==> src/rtl/sev_seg_pkg.sv <==
// Shared types and constants for the seven-segment scanner.
// Used by sev_seg_scanner and sev_seg_decoder.
package sev_seg_pkg;

  typedef logic [6:0] seg_t;

  localparam int unsigned BRIGHT_W = 4;

  // Active-low {g,f,e,d,c,b,a}; element n is the pattern for hex digit n.
  localparam seg_t [15:0] HEX_SEG = {
    7'b0001110,  // F
    7'b0000110,  // E
    7'b0100001,  // d
    7'b1000110,  // C
    7'b0000011,  // b
    7'b0001000,  // A
    7'b0010000,  // 9
    7'b0000000,  // 8
    7'b1111000,  // 7
    7'b0000010,  // 6
    7'b0010010,  // 5
    7'b0011001,  // 4
    7'b0110000,  // 3
    7'b0100100,  // 2
    7'b1111001,  // 1
    7'b1000000   // 0
  };

endpackage

==> src/rtl/sev_seg_decoder.sv <==
// Combinational hex nibble to active-low seven-segment pattern.
module sev_seg_decoder
  import sev_seg_pkg::*;
(
  input  logic [3:0] nib,
  output logic [6:0] seg
);

  assign seg = HEX_SEG[nib];

endmodule

==> src/rtl/sev_seg_scanner.sv <==
// Multiplexed seven-segment scanner with double-buffered display data.
// Optional brightness PWM enabled by defining SEV_SEG_BRIGHTNESS_EN.
module sev_seg_scanner
  import sev_seg_pkg::*;
#(
  parameter int unsigned N_DIGITS    = 8,
  parameter int unsigned REFRESH_DIV = 100_000
) (
  input  logic                  clk,
  input  logic                  rst,
  input  logic                  load,
  input  logic [4*N_DIGITS-1:0] value,
  input  logic [N_DIGITS-1:0]   dp,
  input  logic [N_DIGITS-1:0]   digit_en,
  input  logic                  lzb,
`ifdef SEV_SEG_BRIGHTNESS_EN
  input  logic [BRIGHT_W-1:0]   brightness,
`endif
  output logic [6:0]            seg,
  output logic                  dp_n,
  output logic [N_DIGITS-1:0]   an,
  output logic                  frame_start
);

  localparam int unsigned CNT_W = $clog2(REFRESH_DIV);
  localparam int unsigned IDX_W = (N_DIGITS > 1) ? $clog2(N_DIGITS) : 1;
  localparam logic [CNT_W-1:0] CNT_MAX = CNT_W'(REFRESH_DIV - 1);
  localparam logic [IDX_W-1:0] IDX_MAX = IDX_W'(N_DIGITS - 1);

  logic [CNT_W-1:0]      cnt_q, cnt_d;
  logic [IDX_W-1:0]      idx_q, idx_d;
  logic [4*N_DIGITS-1:0] act_val_q, act_val_d, pend_val_q;
  logic [N_DIGITS-1:0]   act_dp_q, act_dp_d, pend_dp_q;
  logic                  pend_valid_q, pend_valid_d;
  logic [6:0]            seg_q, seg_d;
  logic                  dp_n_q, dp_n_d;
  logic [N_DIGITS-1:0]   an_q, an_d;
  logic                  frame_start_q;
  logic                  tick, wrap, duty_on, lit, zero_run;
  logic [N_DIGITS-1:0]   lzb_blank;
  logic [3:0]            nib;

  assign tick = (cnt_q == CNT_MAX);
  assign wrap = tick && (idx_q == IDX_MAX);

  always_comb begin
    cnt_d        = tick ? '0 : cnt_q + CNT_W'(1);
    idx_d        = idx_q;
    act_val_d    = act_val_q;
    act_dp_d     = act_dp_q;
    pend_valid_d = pend_valid_q;
    if (tick) idx_d = wrap ? '0 : idx_q + IDX_W'(1);
    // A load landing on the wrap bypasses the pending buffer entirely.
    if (wrap && load) begin
      act_val_d    = value;
      act_dp_d     = dp;
      pend_valid_d = 1'b0;
    end else if (wrap && pend_valid_q) begin
      act_val_d    = pend_val_q;
      act_dp_d     = pend_dp_q;
      pend_valid_d = 1'b0;
    end else if (load) begin
      pend_valid_d = 1'b1;
    end
  end

  // Leading-zero run from the most significant digit down; digit 0 always shows.
  always_comb begin
    zero_run  = 1'b1;
    lzb_blank = '0;
    for (int i = int'(N_DIGITS) - 1; i >= 0; i--) begin
      zero_run     = zero_run && (act_val_d[4*i +: 4] == 4'h0);
      lzb_blank[i] = zero_run && (i != 0);
    end
  end

`ifdef SEV_SEG_BRIGHTNESS_EN
  localparam logic [CNT_W-1:0] PHASE_LEN = CNT_W'(REFRESH_DIV / 16);
  logic [CNT_W-1:0] slot_pos;

  // Phases are counted from the end of the dead-time cycle so level 15 gives 15/16 duty.
  always_comb begin
    slot_pos = cnt_d - CNT_W'(1);
    duty_on  = !tick && ((slot_pos / PHASE_LEN) < CNT_W'(brightness));
  end
`else
  assign duty_on = !tick;
`endif

  assign nib = act_val_d[4*idx_d +: 4];

  sev_seg_decoder u_decoder (
    .nib (nib),
    .seg (seg_d)
  );

  always_comb begin
    lit    = duty_on && digit_en[idx_d] && !(lzb && lzb_blank[idx_d]);
    an_d   = '1;
    dp_n_d = 1'b1;
    if (lit) begin
      an_d[idx_d] = 1'b0;
      dp_n_d      = ~act_dp_d[idx_d];
    end
  end

  always_ff @(posedge clk or posedge rst) begin
    if (rst) begin
      cnt_q         <= '0;
      idx_q         <= '0;
      act_val_q     <= '0;
      act_dp_q      <= '0;
      pend_val_q    <= '0;
      pend_dp_q     <= '0;
      pend_valid_q  <= 1'b0;
      seg_q         <= 7'b1111111;
      dp_n_q        <= 1'b1;
      an_q          <= '1;
      frame_start_q <= 1'b0;
    end else begin
      cnt_q         <= cnt_d;
      idx_q         <= idx_d;
      act_val_q     <= act_val_d;
      act_dp_q      <= act_dp_d;
      pend_valid_q  <= pend_valid_d;
      if (load) begin
        pend_val_q <= value;
        pend_dp_q  <= dp;
      end
      seg_q         <= seg_d;
      dp_n_q        <= dp_n_d;
      an_q          <= an_d;
      frame_start_q <= wrap;
    end
  end

  assign seg         = seg_q;
  assign dp_n        = dp_n_q;
  assign an          = an_q;
  assign frame_start = frame_start_q;

endmodule

==> config.mk <==
export PLATFORM = sky130hd
export DESIGN_NAME = sev_seg_scanner
export DESIGN_NICKNAME = d
export VERILOG_FILES = /design/src/rtl/sev_seg_pkg.sv /design/src/rtl/sev_seg_decoder.sv /design/src/rtl/sev_seg_scanner.sv
export SDC_FILE = /design/constraint.sdc
export NUM_CORES = 1
export LEC_CHECK = 0
export CAP_MARGIN = 30
export CORE_MARGIN = 3
export CORE_UTILIZATION = 31
export CTS_CLUSTER_SIZE = 24
export DETAILED_ROUTE_END_ITERATION = 10
export PLACE_DENSITY = 0.53
export SLEW_MARGIN = 15
export SYNTH_ARGS = -nofsm -noshare
export SYNTH_HDL_FRONTEND = slang
export SYNTH_SLANG_ARGS = --single-unit
==> constraint.sdc <==
create_clock -name clk -period 13.5 [get_ports clk]
set_input_delay 4.05 -clock clk [delete_from_list [all_inputs] [get_ports clk]]
set_output_delay 4.05 -clock clk [all_outputs]
set_load 0.1 [all_outputs]
==> results.py, run 1 <==
metrics = {
    "clocking": {
        "cts.sinks": 118,
        "cts_setup_buffers": 0,
        "cts_tree": "done",
        "cts-resized-gates": 0,
        "cts_inserted_buffers": 17,
        "clockRootBuffer": "clkbuf_16",
        "clk_pin_slew_ns": 0.06,
        "h-tree-depth": 4,
        "cts_hold_buf": 0,
        "clk-insertion-delay-late_ns": 0.42,
        "clockBufferDepth": 2,
    },
    "drt": {
        "dr.max_layer_used": "met4",
        "dr.pass1.iters": 5,
        "finalWirelength_um": 15900,
        "route.detailed.drc": 0,
        "wl_met2_um": 7430,
        "wl_met3_um": 897,
        "wl_met1_um": 7390,
        "via_count": 4680,
        "drt_iter0_drc": 398,
        "ant_nets": 0,
        "viasPerCell": 5.37,
        "detail_route.wl_per_cell_um": 18.3,
    },
    "worst_setup_path": {
        "crit_arrival_ns": 7.55,
        "start_kind": "input port",
        "crit_path_end_kind": "flop",
        "cp_slowest_cell": "nor3_2",
        "path_cells": "buf_2, buf_4, nor2_1, a32o_1, a221o_1, a22oi_1, o211ai_1, nor3_2, mux2_2, o21ai_0",
        "path_class": "in -> reg",
        "cp_top_family": "compound AO/OA/AOI/OAI gates",
        "required_ns": 13.83,
        "crit_fanout": 76,
        "critPathBufInv": 2,
        "max_stage_delay_ns": 0.68,
    },
    "job": {
        "maxCapViolCount": 0,
    },
    "timing": {
        "rsz0062_at_grt": "false",
        "finalCritPeriodShare_pct": 53.5,
        "fin_setup_tns_ns": 0,
        "worst_slew_pin_slew_ns": 0.979,
        "fin_crit_ns": 7.23,
        "timing.final.max_slew_violations": 0,
        "skew_ns": 0.00914,
        "setup_viol_count_final": 0,
        "fmax_mhz": 138,
        "slew_headroom_pct": 34.5,
        "hold_viol": 0,
    },
    "power_and_ir_drop": {
        "irDropWorstVdd_v": 0.0000857,
        "p_sw_mw": 0.216,
        "p_comb_share_pct": 7.5,
        "seqPwrFrac_pct": 40.6,
        "power_per_cell_area_nw_per_um2": 123,
        "p_sw_share_pct": 23.3,
        "internal_power_mw": 0.714,
        "p_clk_share_pct": 51.9,
        "p_leak_nw": 3.17,
    },
    "final_layout": {
        "final_net_count": 660,
        "mostFrequentLayoutCell": "dfrtp_1",
        "final_cell_mix": "dfrtp_1, clkdlybuf4s50_1, nor2_1",
        "area_growth_pct": 24.1,
        "fill_cells": 1834,
        "n_antenna_cell": 0,
        "fin_util_pct": 39.8,
        "drive_gt1_share_pct": 22.5,
    },
    "floorplan": {
        "start_util_pct": 32.1,
        "num_rows": 50,
        "die_w_um": 146,
        "fp.dieH_um": 146,
        "ios": 69,
        "design.die.area_um2": 21400,
        "core_um2": 19000,
    },
    "synthesis": {
        "ys_ff_latch": 118,
        "postSynthCellCount": 545,
        "synth_nets": 606,
        "ys_types": 64,
        "ys.warnings.count": 0,
        "synthesis.area_um2": 6100,
        "synth_edf_count": 0,
        "async_reset_ff_share_pct": 100,
        "avgSynthCellArea_um2": 11.2,
        "yosys.area.top_type_share_pct": 41.9,
        "synth_area_leader_cell": "dfrtp_1",
        "synthFlopType": "dfrtp_1",
        "ys_seq_area_share_pct": 48.7,
        "synth_area_leaders": "dfrtp_1, mux2_2, dfstp_2",
    },
    "global_route": {
        "overflow": 0,
        "antenna_found_initial": 0,
        "grt_pass1_vias": 4794,
        "groute.usage.overall_pct": 15.4,
        "grt_pass1_wl_um": 26500,
        "grt_max_degree": 77,
    },
    "hold_path": {
        "holdCritPathClass": "reg -> reg",
    },
    "place": {
        "dp_hpwl_um": 10900,
        "place.gp.congestion": 0.813,
        "io_buffers": 68,
    },
    "outcome": {
        "status": "complete, no violations",
    },
}
-- routing by layer --
| layer | GRT usage, % | vias up |
|---|---|---|
| met5 | 0 | - |
| met4 | 4.33 | 0 |
| met3 | 4.31 | 22 |
| met2 | 23.7 | 130 |
| met1 | 21.3 | 2360 |
| li1 | - | 2168 |
-- power groups by stage --
stage / sequential, mW / clock, mW / combinational [mW]
floorplan: 0.390 / 0 / 0.0326
global placement: 0.383 / 0 / 0.0679
detailed placement: 0.383 / 0 / 0.0695
CTS: 0.378 / 0.493 / 0.0697
global route: 0.379 / 0.509 / 0.0757
finish: 0.378 / 0.483 / 0.0696
-- through the flow --
step	std cells	total power [mW]	hold WS [ns]	cell area (µm²)	setup slack [ns]
after CTS	871	0.940	0.500	7540	6.32
after global placement	839	0.451	0.470	6910	6.00
final	872	0.930	0.495	7570	6.27
after floorplan	545	0.423	0.452	6100	6.35
after global routing	872	0.964	0.519	7570	5.96
after detailed placement	839	0.453	0.489	6910	5.88
-- worst paths after layout --
kind	start	to	slack, ns	cells after the start
worst max-delay path	load	seg[4]	6.27	10
worst min-delay path	cnt_q[0]	cnt_q[0]	0.50	1
worst max register to register	cnt_q[0]	seg[4]	9.42	10
worst min register to register	cnt_q[0]	cnt_q[0]	0.50	1
max in group asynchronous	rst	pend_val_q[27]	8.35	4
min in group asynchronous	rst	act_val_q[23]	4.06	2
-- logic make-up after synthesis --
logic type,Yosys count,share of synthesized area [%]
adders and majority gates,9,1.85
muxes,52,9.83
xor gates and xnor gates,15,2.15
DFF,118,48.7
and+or+nand+nor,174,15.6
buffers and inverters,51,4.41
AOI/OAI and AO/OA,126,17.4
-- cells in the mapped netlist (all sizes together) (2+ instances only) --
master  number
a21o         4
a21oi       14
a221o       22
a22oi        9
a31oi       19
a32o        13
and2        15
and3         2
and4         5
and4bb       2
buf         21
clkbuf      17
dfrtp      102
dfstp       16
ha           9
inv         13
mux2        43
mux2i        9
nand2       16
nand2b       9
nand3       27
nand4        8
nor2        63
nor2b        6
nor3         6
nor4         7
o211ai       3
o21ai        6
o221a       18
o22ai        8
o31ai        3
or2          2
or3          3
xnor2        7
xor2         8
-- sequential cells by signal, indices dropped and copies added, names as in the netlist, 3 cells and up --
name	cells
act_dp_q	8
act_val_q	32
an	8
cnt_q	17
idx_q	3
pend_dp_q	8
pend_val_q	32
seg	7
-- layout make-up --
type | instances | area [µm²] | area share, %
well taps | 260 | 325 | 4.30
flip-flops and latches | 118 | 2970 | 39.3
repair buffers | 73 | 733 | 9.69
inverters | 13 | 51.3 | 0.678
multi-input cells | 376 | 2860 | 37.7
clock inverters | 15 | 204 | 2.69
clock buffers | 17 | 425 | 5.62
(Power assumes the default switching activity.)
==> run 2: changes to the inputs <==
Settings changed: PLACE_DENSITY 0.53 to 0.55.
Clock period 13.5 ns to 6 ns, I/O delays scaled along.
==> run 2 against run 1 <==
  * Clock skew barely moved
  * Non-clock buffer count is 2 higher
  * Largest cell class unchanged
  * First-iteration DRC count decreased by 3.3%
  * Flip-flop and latch count is the same
==> results.py, run 2 (synthesized netlist as in run 1, its figures left out) <==
metrics = {
    "timing": {
        "setup_ws_ns": 1.60,
        "fmax_mhz": 228,
        "timing.final.max_slew_violations": 0,
        "setup_viol_count_final": 0,
        "finalCritPeriodShare_pct": 73.3,
        "hold_viol": 0,
        "fin_setup_tns_ns": 0,
        "slew_headroom_pct": 34.3,
        "rsz0062_at_grt": "false",
        "fin_crit_ns": 4.40,
        "skew_ns": 0.00911,
        "worst_slew_pin_slew_ns": 0.982,
    },
    "place": {
        "dp_slack_ns": 1.17,
        "place.gp.congestion": 0.872,
        "dp_hpwl_um": 11100,
        "io_buffers": 68,
    },
    "floorplan": {
        "ios": 69,
        "die_w_um": 146,
        "fp.dieH_um": 146,
        "start_util_pct": 32.1,
        "design.die.area_um2": 21400,
        "core_um2": 19000,
        "num_rows": 50,
    },
    "worst_setup_path": {
        "required_ns": 6.34,
        "crit_path_end_kind": "flop",
        "reg2reg_slack_ns": 1.98,
        "r2r-end": "seg[4]",
        "crit_fanout": 26,
        "path_class": "in -> reg",
        "reg2reg_from": "cnt_q[0]",
        "r2r_cells": 10,
        "start_kind": "input port",
        "crit_arrival_ns": 4.73,
    },
    "power_and_ir_drop": {
        "power_per_cell_area_nw_per_um2": 265,
        "irDropWorstVdd_v": 0.000164,
        "p_leak_nw": 3.17,
    },
    "final_layout": {
        "top_regs": "act_val_q (32), pend_val_q (32), cnt_q (17)",
        "n_antenna_cell": 0,
        "final_cell_mix": "dfrtp_1, clkdlybuf4s50_1, nor2_1",
        "mostFrequentLayoutCell": "dfrtp_1",
        "final_net_count": 662,
        "fill_cells": 1865,
        "area_growth_pct": 23.2,
        "drive_gt1_share_pct": 22.0,
        "fin_util_pct": 39.5,
    },
    "global_route": {
        "groute.usage.overall_pct": 15.6,
        "grt_max_degree": 57,
        "overflow": 0,
        "grt_pass1_vias": 4911,
        "grt_pass1_wl_um": 26700,
        "antenna_found_initial": 0,
    },
    "drt": {
        "ant_nets": 0,
        "detail_route.wl_per_cell_um": 18.4,
        "finalWirelength_um": 16000,
        "viasPerCell": 5.29,
        "dr.pass1.iters": 6,
        "drt_iter0_drc": 385,
        "via_count": 4625,
        "route.detailed.drc": 0,
    },
    "clocking": {
        "cts_hold_buf": 0,
        "clk_pin_slew_ns": 0.05,
        "clockRootBuffer": "clkbuf_16",
        "clk-insertion-delay-late_ns": 0.42,
        "cts.sinks": 118,
        "cts_tree": "done",
        "cts_inserted_buffers": 17,
        "cts-resized-gates": 0,
        "clockBufferDepth": 2,
        "h-tree-depth": 4,
        "cts_setup_buffers": 0,
    },
    "outcome": {
        "status": "complete, no violations",
    },
    "job": {
        "maxCapViolCount": 0,
    },
    "hold_path": {
        "holdCritPathClass": "reg -> reg",
        "hold_end": "cnt_q[0]",
        "whs_path_depth": 1,
        "hp-start": "cnt_q[0]",
    },
}
## run 2: changes by cell type in the layout (fill, tap and decap cells not counted)
cell / before / now
inv_6: 2 / 0
buf_16: 1 / 0
clkbuf_8: 0 / 7
clkinv_4: 3 / 0
clkbuf_1: 0 / 5
buf_4: 4 / 7
clkinvlp_4: 4 / 0
bufinv_16: 4 / 1
## run 2: how the worst max path moves through the flow
stage                     depth (start not counted)  slack [ns]  from     endpoint
after floorplan                                   1        1.10   rst  act_dp_q[0]
after global placement                            9        1.16  load       seg[4]
after detailed placement                          9        1.17  load       seg[4]
after CTS                                         9        1.61  load       seg[4]
after global routing                             10        1.32  load       seg[4]
final                                            10        1.60  load       seg[4]
## run 2: report_power, final
group	leakage [nW]	switching, mW	internal [mW]
Sequential	1.46	0.0165	0.834
Combinational	1.42	0.0803	0.0748
Clock	0.288	0.340	0.645
Total	3.17	0.437	1.55
## run 2: cell type report
| cell class | count | area [µm²] | share of cell area, % |
|---|---|---|---|
| clock buffers | 29 | 541 | 7.19 |
| well taps | 260 | 325 | 4.33 |
| repair buffers | 75 | 728 | 9.69 |
| inverters | 13 | 51.3 | 0.683 |
| flip-flops and latches | 118 | 2970 | 39.6 |
| multi-input cells | 376 | 2860 | 38.0 |
| clock inverters | 3 | 40.0 | 0.533 |
## run 2: critical path: stages
cell and delay, ns:
buf_2 0.42, nor2b_1 0.24, and2_1 0.21, a32o_1 0.24
a221o_1 0.32, nand3_1 0.11, o211ai_1 0.14, nor3_2 0.68
mux2_2 0.41, o21ai_0 0.14
## run 2: routing by layer
metal | vias up | wire length (µm) | global-route usage, %
met4 | 0 | 325 | 6.30
met1 | 2301 | 7470 | 21.3
met3 | 25 | 699 | 4.22
li1 | 2172 | - | -
met5 | - | 0 | 0
met2 | 127 | 7550 | 23.8
## run 2: metrics by stage
step	area, µm²	std cells	hold slack, ns	power [mW]
6_report	7510	874	0.489	1.99
5_1_grt	7510	874	0.517	2.08
4_1_cts	7510	873	0.498	2.02
3_5_place_dp	6930	841	0.489	1.02
3_3_place_gp	6920	840	0.473	1.02
2_1_floorplan	6100	545	0.452	0.952
==> run 3: changes to the inputs <==
Settings changed: PLACE_DENSITY 0.55 to 0.53.
Clock period 6 ns to 4.15 ns, I/O delays scaled along.
==> run 3 against run 2 <==
  * Combinational power up 46%
  * Sequential share of layout area down 0.72 points
  * Via count up 3.1%
  * Register-to-register slack worse by 1.7 ns
  * Setup slack worse by 1.3 ns
  * Clock skew up 0.0032 ns
  * Largest power group unchanged
  * Critical path type is now reg -> reg
  * Clock power up 51%
  * Critical endpoint unchanged
  * Total power up 48%
==> results.py, run 3 (synthesized netlist as in run 1, its figures left out) <==
metrics = {
    "drt": {
        "finalWirelength_um": 16100,
        "drt_iter0_drc": 445,
        "via_count": 4769,
        "dr.pass1.iters": 5,
        "route.detailed.drc": 0,
        "viasPerCell": 5.36,
        "detail_route.wl_per_cell_um": 18.1,
        "ant_nets": 0,
    },
    "global_route": {
        "antenna_found_initial": 0,
        "grt_pass1_wl_um": 26800,
        "grt_max_degree": 119,
        "groute.usage.overall_pct": 15.7,
        "grt_pass1_vias": 5021,
        "overflow": 0,
    },
    "worst_setup_path": {
        "cp_slowest_cell": "and2_1",
        "path_class": "reg -> reg",
        "crit_path_end": "seg[4]",
        "reg2reg_slack_ns": 0.33,
        "max_stage_delay_ns": 0.66,
        "required_ns": 4.48,
        "crit_top_cell": "ha_1",
        "startpoint": "idx_q[0]",
        "crit_fanout": 14,
        "r2r-end": "seg[4]",
        "crit_arrival_ns": 4.16,
        "reg2reg_from": "idx_q[0]",
        "crit_path_end_kind": "flop",
        "r2r_cells": 13,
        "start_kind": "flop",
        "path_cells": "ha_1, ha_1, and2_1, buf_4, a31oi_1, o221a_4, and2_1, o21ai_0, o221a_2, inv_1, ha_1, mux2_2, o21ai_0",
    },
    "final_layout": {
        "n_antenna_cell": 0,
        "fin_util_pct": 40.3,
        "mostFrequentLayoutCell": "dfrtp_1",
        "fill_cells": 1826,
        "final_cell_mix": "dfrtp_1, clkdlybuf4s50_1, nor2_1",
        "area_growth_pct": 25.5,
        "final_cell_count_no_fill": 889,
        "final_net_count": 677,
        "top_regs": "act_val_q (32), pend_val_q (32), cnt_q (17)",
        "drive_gt1_share_pct": 24.6,
    },
    "place": {
        "dp_cells": 857,
        "io_buffers": 68,
        "dp_hpwl_um": 11100,
        "place.gp.congestion": 0.895,
    },
    "timing": {
        "rsz0062_at_grt": "false",
        "hold_viol": 0,
        "worst_slew_pin_slew_ns": 0.978,
        "skew_ns": 0.0123,
        "slew_headroom_pct": 34.6,
        "fmax_mhz": 261,
        "timing.final.max_slew_violations": 0,
        "fin_setup_tns_ns": 0,
        "finalCritPeriodShare_pct": 92.2,
        "fin_crit_ns": 3.82,
        "setup_viol_count_final": 0,
    },
    "power_and_ir_drop": {
        "p_sw_mw": 0.728,
        "irDropWorstVdd_v": 0.000254,
        "p_sw_share_pct": 24.8,
        "p_total_mw": 2.94,
        "p_leak_nw": 3.23,
        "p_comb_share_pct": 7.7,
        "p_clk_share_pct": 50.6,
        "power_per_cell_area_nw_per_um2": 384,
        "seqPwrFrac_pct": 41.7,
        "internal_power_mw": 2.21,
    },
    "clocking": {
        "cts.sinks": 118,
        "clockBufferDepth": 2,
        "clk-insertion-delay-late_ns": 0.43,
        "h-tree-depth": 4,
        "cts_tree": "done",
        "cts-resized-gates": 0,
        "clockRootBuffer": "clkbuf_16",
        "clk_pin_slew_ns": 0.07,
        "cts_hold_buf": 0,
        "cts_inserted_buffers": 17,
        "cts_setup_buffers": 0,
    },
    "floorplan": {
        "die_w_um": 146,
        "core_um2": 19000,
        "fp.dieH_um": 146,
        "ios": 69,
        "num_rows": 50,
        "start_util_pct": 32.1,
        "design.die.area_um2": 21400,
    },
    "outcome": {
        "status": "complete, no violations",
    },
    "hold_path": {
        "holdCritPathClass": "reg -> reg",
    },
    "job": {
        "maxCapViolCount": 0,
    },
}
==> run 3: power groups by stage <==
stage                     clock, mW  sequential [mW]  combinational (mW)
final                          1.49             1.23               0.226
after global routing           1.57             1.23               0.247
after CTS                      1.52             1.23               0.230
after detailed placement          0             1.25               0.229
after global placement            0             1.25               0.226
after floorplan                   0             1.27               0.106
==> run 3: cell type report <==
type / count / area, µm² / area share [%]
clock buffer: 17 / 425 / 5.56
clock inverter: 15 / 169 / 2.21
inverter: 13 / 52.6 / 0.686
multi-input combinational: 376 / 2860 / 37.3
sequential: 118 / 2970 / 38.8
tap: 260 / 325 / 4.25
timing repair buffer: 90 / 853 / 11.1
==> run 3: how the worst min path moves through the flow <==
stage | from | end | slack [ns] | cells past startpoint
6_report | cnt_q[0] | cnt_q[0] | 0.49 | 1
5_1_grt | pend_val_q[2] | pend_val_q[2] | 0.51 | 1
4_1_cts | cnt_q[0] | cnt_q[0] | 0.49 | 1
3_5_place_dp | cnt_q[0] | cnt_q[0] | 0.48 | 1
3_3_place_gp | cnt_q[0] | cnt_q[0] | 0.48 | 1
2_1_floorplan | cnt_q[0] | cnt_q[0] | 0.45 | 1
==> run 3: stage by stage <==
| step | cell area [µm²] | hold slack (ns) | worst slack [ns] |
|---|---|---|---|
| final | 7650 | 0.491 | 0.326 |
| after global routing | 7650 | 0.509 | 0.0279 |
| after CTS | 7650 | 0.491 | 0.311 |
| after detailed placement | 7060 | 0.484 | 0.274 |
| after global placement | 7060 | 0.477 | 0.353 |
| after floorplan | 6100 | 0.452 | 0.692 |
==> run 3: routing by layer <==
| layer | up-vias | GRT usage (%) | part of all wire [%] |
|---|---|---|---|
| li1 | 2194 | - | - |
| met1 | 2383 | 20.7 | 45 |
| met2 | 159 | 24.5 | 47 |
| met3 | 33 | 4.00 | 5.4 |
| met4 | 0 | 6.82 | 2.8 |
| met5 | - | 0 | 0 |
==> run 3: critical path: cells and delay by family (launching register included) <==
family / cells / cell delay [ns]
fa+ha+maj: 3 / 0.93
mux: 1 / 0.26
flops: 1 / 0.41
compound gates: 5 / 0.93
buf+inv: 2 / 0.38
simple gates: 2 / 0.81
